## src/rtl/spartan_cpu_pkg.sv

```systemverilog
// Shared widths, reset PC and the fetch-buffer entry type for the fetch path.
package spartan_cpu_pkg;
   localparam int WORD_W = 16;
   localparam int ADDR_W = 16;
   localparam logic [ADDR_W-1:0] RESET_PC = 16'h0010;

   typedef struct packed {
      logic [WORD_W-1:0] instr;
      logic [ADDR_W-1:0] pc;
   } fetch_entry_t;
endpackage

```

## src/rtl/fetch_fifo.sv

```systemverilog
// Synchronous fetch buffer; flush beats enqueue/dequeue, head is visible combinationally.
module fetch_fifo
   import spartan_cpu_pkg::*;
#(
   parameter int DEPTH = 2,
   parameter type entry_t = fetch_entry_t,
   localparam int CW = $clog2(DEPTH + 1)
)(
   input  logic          clk,
   input  logic          rst_n,
   input  logic          enq,
   input  logic          deq,
   input  logic          flush,
   input  entry_t        enq_data,
   output entry_t        head,
   output logic [CW-1:0] count
);
   localparam int PW = $clog2(DEPTH);

   entry_t          mem [DEPTH];
   logic [PW-1:0]   rd_ptr;
   logic [PW-1:0]   wr_ptr;

   function automatic logic [PW-1:0] ptr_inc(input logic [PW-1:0] p);
      return (p == PW'(DEPTH - 1)) ? '0 : p + 1'b1;
   endfunction

   always_ff @(posedge clk) begin
      if (enq && !flush)
         mem[wr_ptr] <= enq_data;
   end

   always_ff @(posedge clk or negedge rst_n) begin
      if (!rst_n) begin
         rd_ptr <= '0;
         wr_ptr <= '0;
         count  <= '0;
      end else if (flush) begin
         rd_ptr <= '0;
         wr_ptr <= '0;
         count  <= '0;
      end else begin
         if (enq) wr_ptr <= ptr_inc(wr_ptr);
         if (deq) rd_ptr <= ptr_inc(rd_ptr);
         if (enq && !deq)      count <= count + 1'b1;
         else if (!enq && deq) count <= count - 1'b1;
      end
   end

   assign head = mem[rd_ptr];

   // The issuer's credit check makes overflow impossible.
   assert property (@(posedge clk) disable iff (!rst_n)
      !(enq && !deq && !flush && (count == CW'(DEPTH))));
endmodule

```

## src/rtl/instr_fetch.sv

```systemverilog
// Fetch stage: issues one read per cycle when a buffer slot is guaranteed, captures
// the word from the shared bus a cycle later, and drops everything on redirect.
module instr_fetch
   import spartan_cpu_pkg::*;
#(
   parameter int ADDR_W = spartan_cpu_pkg::ADDR_W,
   parameter logic [ADDR_W-1:0] RESET_PC = ADDR_W'(spartan_cpu_pkg::RESET_PC),
   parameter int DEPTH = 2
)(
   input  logic              clk,
   input  logic              rst_n,
   input  logic              mem_busy,
   output logic              i_read,
   output logic [ADDR_W-1:0] i_addr,
   output logic              i_push,
   input  logic [WORD_W-1:0] bus_in,
   input  logic              redirect,
   input  logic [ADDR_W-1:0] redirect_pc,
   output logic [WORD_W-1:0] instr,
   output logic [ADDR_W-1:0] instr_pc,
   output logic              instr_valid,
   input  logic              instr_ready
);
   localparam int CW = $clog2(DEPTH + 1);

   typedef struct packed {
      logic [WORD_W-1:0] instr;
      logic [ADDR_W-1:0] pc;
   } entry_t;

   logic [ADDR_W-1:0] pc;
   logic [ADDR_W-1:0] issue_pc;
   logic              inflight;
   logic [CW-1:0]     count;
   logic [CW:0]       used;
   logic              deq;
   logic              issue;
   entry_t            head;
   entry_t            push_entry;

   assign instr_valid = (count != '0);
   assign deq         = instr_valid & instr_ready & ~redirect;

   // Slots already claimed after this cycle: buffered words plus the one on the bus.
   assign used  = {1'b0, count} + (CW+1)'(inflight) - (CW+1)'(deq);
   assign issue = rst_n & ~redirect & ~mem_busy & (used < (CW+1)'(DEPTH));

   assign i_read = issue;
   assign i_addr = pc;
   assign i_push = inflight;

   always_ff @(posedge clk or negedge rst_n) begin
      if (!rst_n) begin
         pc       <= RESET_PC;
         issue_pc <= '0;
         inflight <= 1'b0;
      end else if (redirect) begin
         pc       <= redirect_pc;
         inflight <= 1'b0;
      end else begin
         inflight <= issue;
         if (issue) begin
            pc       <= pc + 1'b1;
            issue_pc <= pc;
         end
      end
   end

   assign push_entry = '{instr: bus_in, pc: issue_pc};

   fetch_fifo #(
      .DEPTH   (DEPTH),
      .entry_t (entry_t)
   ) u_fifo (
      .clk      (clk),
      .rst_n    (rst_n),
      .enq      (inflight),
      .deq      (deq),
      .flush    (redirect),
      .enq_data (push_entry),
      .head     (head),
      .count    (count)
   );

   assign instr    = instr_valid ? head.instr : '0;
   assign instr_pc = instr_valid ? head.pc    : '0;

   assert property (@(posedge clk) disable iff (!rst_n) !(mem_busy && i_read));
endmodule

```

## config.mk

```make
export PLATFORM = sky130hd
export DESIGN_NAME = instr_fetch
export DESIGN_NICKNAME = d
export VERILOG_FILES = /design/src/rtl/spartan_cpu_pkg.sv /design/src/rtl/fetch_fifo.sv /design/src/rtl/instr_fetch.sv
export SDC_FILE = /design/constraint.sdc
export NUM_CORES = 1
export LEC_CHECK = 0
export CORE_MARGIN = 2
export CORE_UTILIZATION = 45
export CTS_CLUSTER_SIZE = 20
export DETAILED_ROUTE_END_ITERATION = 16
export GPL_TIMING_DRIVEN = 1
export PLACE_DENSITY = 0.71
export SKIP_LAST_GASP = 1
export SYNTH_ARGS = -nofsm -noshare
export SYNTH_HDL_FRONTEND = slang
export SYNTH_HIERARCHICAL = 1
export SYNTH_SLANG_ARGS = --single-unit
```

## constraint.sdc

```tcl
create_clock -name clk -period 11.5 [get_ports clk]
set_input_delay 2.875 -clock clk [delete_from_list [all_inputs] [get_ports clk]]
set_output_delay 2.875 -clock clk [all_outputs]
set_load 0.01 [all_outputs]
```

# Yosys cells after proc, flatten, opt, wreduce, memory -nomap -nowiden
# Memory sizes are Yosys's and may differ from the RTL's.
# Index checks and enable logic that the tools add are counted.
# word_totals
reg_bits	37
ram_bits	64
n_memories	1
# mem_list
name	words	word_bits	rd	rd_ports_with_merged_regs	write_ports	line	source
u_fifo.mem	2	32	1	0	1	fetch_fifo.sv:20	entry_t mem [DEPTH];
# op_classes
addsub	7
order_cmp	1
muxes	16
n_bitwise	7
n_reduce_logical	12
# op_table
cell	n
two-way mux 16 bit	4
adder 16 x 1 -> 16 bit, second input constant	1
two-way mux 1 bit	9
nonzero test 2 bit	4
two-way mux 2 bit	3
bitwise AND 1 bit	5
adder 2 x 1 -> 3 bit	1
logical AND 1 bit	3
zero test 1 bit	3
less-than comparator 3 x 2 -> 1 bit, second input constant	1
nonzero test 3 bit	1
subtractor 3 x 1 -> 3 bit	1
adder 1 bit, second input constant	2
adder 2 x 1 -> 2 bit, second input constant	1
inverter 1 bit	2
AND reduction 2 bit	1
subtractor 2 x 1 -> 2 bit, second input constant	1

# Longest topological paths before layout
# Gate-level depths: netlist (run 1).
# depth
word_depth	8
ltp_mapped	13
ltp_nobuf	11

# By module
# The synthesis (run 1) kept the hierarchy.
# by_module_without_submodules
module	instances	cells_per_inst	area_each_um2	seq_area_each_um2
fetch_fifo	1	119	2645.0	2021.9
instr_fetch	1	216	1893.1	827.0

# Worst setup path before layout (run 1)
# Ideal clock, no wire load.
# synth_path
kind	input to output
from	input port redirect
to	output port i_read
arrival_ns	5.356
t_required_ns	8.625
setup_slack_ns	3.269
stages	11
cell_sequence	clkbuf_1 inv_1 and3_1 ha_1 nand2b_1 fa_1 and4bb_2 nand2_1 inv_1 buf_2 buf_2
# synth_between
elab_chain_cells	5
# synth_rtl
item	line	source
start: declaration	instr_fetch.sv:17	input logic redirect,
inverter 1 bit (no source line)	n/a	
bitwise AND 1 bit	instr_fetch.sv:42	assign deq = instr_valid & instr_ready & ~redirect;
named net deq	instr_fetch.sv:36	logic deq;
subtractor 3 x 1 -> 3 bit	instr_fetch.sv:45	assign used = {1'b0, count} + (CW+1)'(inflight) - (CW+1)'(deq);
less-than comparator 3 x 2 -> 1 bit	instr_fetch.sv:46	assign issue = rst_n & ~redirect & ~mem_busy & (used < (CW+1)'(DEPTH));
bitwise AND 1 bit	instr_fetch.sv:46	
end: declaration	instr_fetch.sv:13	output logic i_read,
# The timed path passes the listed nets, and every way through them passes these cells.

# Worst setup path after layout (run 1)
# Ends and elaborated chain as after synthesis.

==> metrics.txt, run 1 <==
status=finished clean; post_cts resized=0; async set-or-reset flop fraction in the synthesized netlist=0.3663; Leakage=0.002184 uW; largest area contributor in the netlist=edfxtp_1; PortBufs=87; global-route wire length before repair=14700 um; total track usage=0.1711; CP max FO=27; Root Buffer=clkbuf_8; synthesis warning total=6; Area growth, synth to finish=26.39%; share of cells above drive strength 1=0.1392; Clock Skew=0.01062 ns; final net count=466; most frequent cell after synthesis=edfxtp_1; # clock sinks=101; HPWL Detailed=5970 um; Tmin final=9.204 ns; Post-synth top cells=edfxtp_1 (64), nand2_1 (55), dfrtp_1 (36), nor2b_1 (32), mux2_4 (29); num ports=88; Period Utilization, post-route=0.8004; Worst-path clk slew=0.09 ns; library cells used by synthesis=42; Total Power=810.5 uW; worst slew pin tran=1.029 ns; DR vias=2956; sequential share of the synthesized area=0.6278; Critical Path RT=8.63 ns; setup bufs post-CTS=0; Initial Util=0.4643; Ant. Diodes=0; largest net degree at the start of global routing=40; Worst Setup Start Kind=primary input; Max Clk Rate=0.1086 GHz; DIE HEIGHT=104.4 um; die area=0.01090 mm2; WP data arrival=6.33 ns; worst reg-to-reg setup slack=8.11 ns; CP Capture Type=output pin; HP Class=flip-flop to flip-flop; fillers=782; Mapped Cells=335; total CTS buffers=9; Setup TNS=0 ns; Mean Syn Cell Area=13.55 um2; EDFF count, synth=64; Synth Flop Type=edfxtp_1; Synth area leaders=edfxtp_1 (42%), dfrtp_1 (20%), mux2_4 (9.6%), nand2_1 (4.5%), nor2b_1 (4.4%); Post-Syn Area=0.004538 mm2; Final Hold Fails=0; Rows=36; IR drop worst, VDD=59.99 uV; H-tree depth=3; Power Density=141.3 mW/mm2; number of antenna-violating nets in the routed design=0; hold buffers post-CTS=0; top cell type's share of synthesized area=0.4235; RSZ-0062 raised after global routing=no; later-pin clock latency in the skew report=0.36 ns; setup violators final=0; DRT Pass-1 Iters=4; Vias/cell=5.241; RD Place Congestion=0.8732; die width=104.4 um; FF+latch count, synth=101; max_cap viols=0; fin. max-slew vios=0; CTS max path bufs=2; Routed wire per std cell=16.21 um; DRC Markers=0; DRT iter0 DRCs=120; WS Path Type=primary input to output pin; initial antenna violation count=0; CTS tree=done; routed wire length=9141 um; Placeable Area=0.009774 mm2; vias in the first global route=2816; Max-slew headroom=0.3139; post-synth net total=375; global route overflow=0
[critical path: stages]
cell             delay [ns]
clkdlybuf4s50_1        0.45
buf_4                  0.28
inv_1                  0.16
and3_1                 0.25
ha_1                   0.31
nand2b_1               0.16
fa_1                   0.56
and4bb_2               0.30
nand2_1                0.08
inv_1                  0.07
buf_4                  0.25
clkdlybuf4s50_1        0.58
[final cells by class]
class,count,area [um2],area share
Tap cell,133,166.4,0.02901
Timing Repair Buffer,94,918.4,0.1601
Clock buffer,11,131.4,0.02291
Multi-Input combinational cell,213,1585,0.2764
Clock inverter,5,57.56,0.01003
Inverter,7,26.28,0.004581
Sequential cell,101,2850,0.4969
[path summary, 6_finish.rpt]
path / end / from / depth (start not counted)
min: u_fifo/mem[1][6] / issue_pc[6] / 0
max in group asynchronous: u_fifo/rd_ptr / rst_n / 2
max: i_read / redirect / 12
max reg2reg: i_addr[2] / u_fifo/count[1] / 10
min reg2reg: u_fifo/mem[1][6] / issue_pc[6] / 0
min in group asynchronous: issue_pc[5] / rst_n / 2
[power by group]
group	internal (uW)	switching, uW
Sequential	425	32.9
Combinational	72.7	57.9
Clock	102	120
[cells by family after synthesis]
group           after synthesis  share of synthesized area
xor+xnor                      6                    0.01158
mux                          33                     0.1056
flops                       101                     0.6278
simple gates                139                     0.1690
compound gates               32                    0.05156
buf+inv                      21                    0.02454
fa+ha+maj                     3                   0.009925
[sequential cells by signal (all words and copies together) (netlist names)]
name           flops
issue_pc          16
u_fifo/rd_ptr      1
i_push             1
i_addr            16
u_fifo/wr_ptr      1
u_fifo/mem        64
u_fifo/count       2
[metrics by stage]
step | worst slack (ns) | utilization | cell area, um2 | hold WS, ns | cells
after floorplan | 3.269 | - | 4538 | 0.4419 | 335
after global placement | 2.449 | 0.5675 | 5547 | 0.4494 | 548
after detailed placement | 2.344 | 0.5675 | 5547 | 0.4510 | 548
after CTS | 2.306 | 0.5868 | 5736 | 0.4739 | 564
after global routing | 2.122 | 0.5868 | 5736 | 0.4926 | 564
final | 2.296 | 0.5868 | 5736 | 0.4732 | 564
[placed cells by master (no fill, tap or decap), types with 4 or more instances in the layout]
| cell type | count |
|---|---|
| nor3_1 | 5 |
| nor2b_1 | 32 |
| o211ai_1 | 6 |
| nand3_1 | 11 |
| xnor2_1 | 4 |
| a21o_1 | 4 |
| or4_1 | 5 |
| inv_1 | 7 |
| a221o_1 | 5 |
| nand2_1 | 55 |
| edfxtp_1 | 64 |
| clkbuf_8 | 9 |
| nand4_1 | 6 |
| buf_4 | 7 |
| a22oi_1 | 4 |
| mux2_4 | 29 |
| clkdlybuf4s50_1 | 86 |
| o21ai_0 | 6 |
| dfrtp_1 | 35 |
[per-layer routing]
metal,up-vias,track usage,share of wire
li1,1409,-,-
met3,10,0.04135,0.077
met2,121,0.2624,0.46
met5,-,0,0
met1,1416,0.2369,0.45
met4,0,0.06274,0.010
Note: power is estimated with default switching activity, not from simulation.
==> run 2: changes to the inputs <==
--- a/config.mk
+++ b/config.mk
@@ -10,7 +10,7 @@
 export CTS_CLUSTER_SIZE = 20
 export DETAILED_ROUTE_END_ITERATION = 16
 export GPL_TIMING_DRIVEN = 1
-export PLACE_DENSITY = 0.71
+export PLACE_DENSITY = 0.74
 export SKIP_LAST_GASP = 1
 export SYNTH_ARGS = -nofsm -noshare
 export SYNTH_HDL_FRONTEND = slang
==> constraint.sdc (replaced) <==
create_clock -name clk -period 7.8 [get_ports clk]
set_input_delay 1.95 -clock clk [delete_from_list [all_inputs] [get_ports clk]]
set_output_delay 1.95 -clock clk [all_outputs]
set_load 0.01 [all_outputs]
==> metrics.txt, run 2 (synthesized netlist as in run 1, its figures left out) <==
num ports=88; later-pin clock latency in the skew report=0.36 ns; max_cap viols=0; Rows=36; Non-Filler Cell Area, Final=0.005737 mm2; FF-to-FF End=i_addr[15]; WS Path Type=primary input to output pin; critical hold path startpoint=issue_pc[3]; final net count=466; hold endpoint=u_fifo/mem[0][3]; Placeable Area=0.009774 mm2; die area=0.01090 mm2; global route overflow=0; routed wire length=9100 um; Initial Util=0.4643; PortBufs=87; Vias/cell=5.280; total track usage=0.1736; CP max stage delay=0.56 ns; Worst-path clk slew=0.09 ns; max reg flops=64; RSZ-0062 raised after global routing=no; most frequent cells in the layout=clkdlybuf4s50_1 (86), edfxtp_1 (64), nand2_1 (55); WP data arrival=4.83 ns; Ant. Diodes=0; H-tree depth=3; commonest non-fill, non-tap cell in the layout=clkdlybuf4s50_1; global-route wire length before repair=15060 um; Max-slew headroom=0.3274; vias in the first global route=3039; DRT Pass-1 Iters=4; Final Hold Fails=0; post_cts resized=0; # clock sinks=101; largest net degree at the start of global routing=40; Critical Path RT=5.85 ns; total CTS buffers=9; DRT iter0 DRCs=173; Power Density=207.5 mW/mm2; setup violators final=0; CP max FO=5; Clock Skew=0.008598 ns; Routed wire per std cell=16.13 um; hold path cells=0; Area growth, synth to finish=26.41%; Max Clk Rate=0.1476 GHz; Reg2Reg Depth=10; HP Class=flip-flop to flip-flop; DRC Markers=0; DR vias=2978; initial antenna violation count=0; Hold Slack=0.4775 ns; Leakage=0.002178 uW; Period Utilization, post-route=0.8687; number of antenna-violating nets in the routed design=0; worst path cell trace=clkdlybuf4s50_1, inv_1, and3_1, ha_1, nand2b_1, fa_1, and4bb_2, nand2_1, inv_1, clkdlybuf4s50_1; Setup TNS=0 ns; Total Power=1190 uW; CP Capture Type=output pin; worst reg-to-reg setup slack=4.43 ns; CTS max path bufs=2; DIE HEIGHT=104.4 um; Tmin final=6.776 ns; Top reg by flops=u_fifo/mem; worst slew pin tran=1.009 ns; HPWL Detailed=6104 um; hold buffers post-CTS=0; dpl cell area=0.005547 mm2; Root Buffer=clkbuf_8; origin of the critical flop-to-flop path=u_fifo/count[1]; RD Place Congestion=0.8829; status=finished clean; die width=104.4 um; setup bufs post-CTS=0; Slowest-stage cell, CP=fa_1; IR drop worst, VDD=83.56 uV; share of cells above drive strength 1=0.1369; fin. max-slew vios=0; CTS tree=done; Worst Setup Start Kind=primary input
## run 2: cell count changes in the layout (fill, tap and decap cells not counted)
cell        change
clkinv_1        +2
clkinv_2        -2
clkbuf_1        -1
clkinv_4        +1
clkinvlp_4      +1
inv_6           -1
## run 2: report_power, final
group	leakage (uW)	internal (uW)	total [uW]	switching [uW]
combinational	0.00104	107	192	85.0
sequential	0.00104	627	675	48.3
clock	0.0000920	148	323	175
## run 2: routing by layer
metal,share of wire,vias to the layer above,track usage
met5,0,-,0
met4,0.016,0,0.05212
li1,-,1400,-
met1,0.44,1426,0.2262
met2,0.47,135,0.2848
met3,0.076,17,0.04637
## run 2: how the worst max path moves through the flow
stage / start / slack, ns / end / cells after the start
final: redirect / 1.02 / i_read / 10
after global routing: redirect / 0.87 / i_read / 10
after CTS: redirect / 1.01 / i_read / 10
after detailed placement: redirect / 1.01 / i_read / 10
after global placement: redirect / 1.08 / i_read / 10
after floorplan: redirect / 1.42 / i_read / 11
## run 2: final cells by class
type / instances / area (um2)
fill: 813 / 4038
sequential: 101 / 2850
multi-input combinational: 213 / 1585
timing repair buffer: 94 / 918.4
tap: 133 / 166.4
clock buffer: 10 / 127.6
clock inverter: 6 / 62.56
inverter: 7 / 26.28
## run 2: per-stage QoR
stage | util | setup WS, ns | cells
after CTS | 0.5869 | 1.010 | 564
after floorplan | - | 1.419 | 335
after global routing | 0.5869 | 0.8683 | 564
final | 0.5869 | 1.024 | 564
after global placement | 0.5675 | 1.076 | 548
after detailed placement | 0.5675 | 1.009 | 548
## run 2: worst max-delay path: cells and delay by family
family	cells	cell delay, ns
simple gates	4	0.80
fa+ha+maj	2	0.81
buf+inv	4	1.25
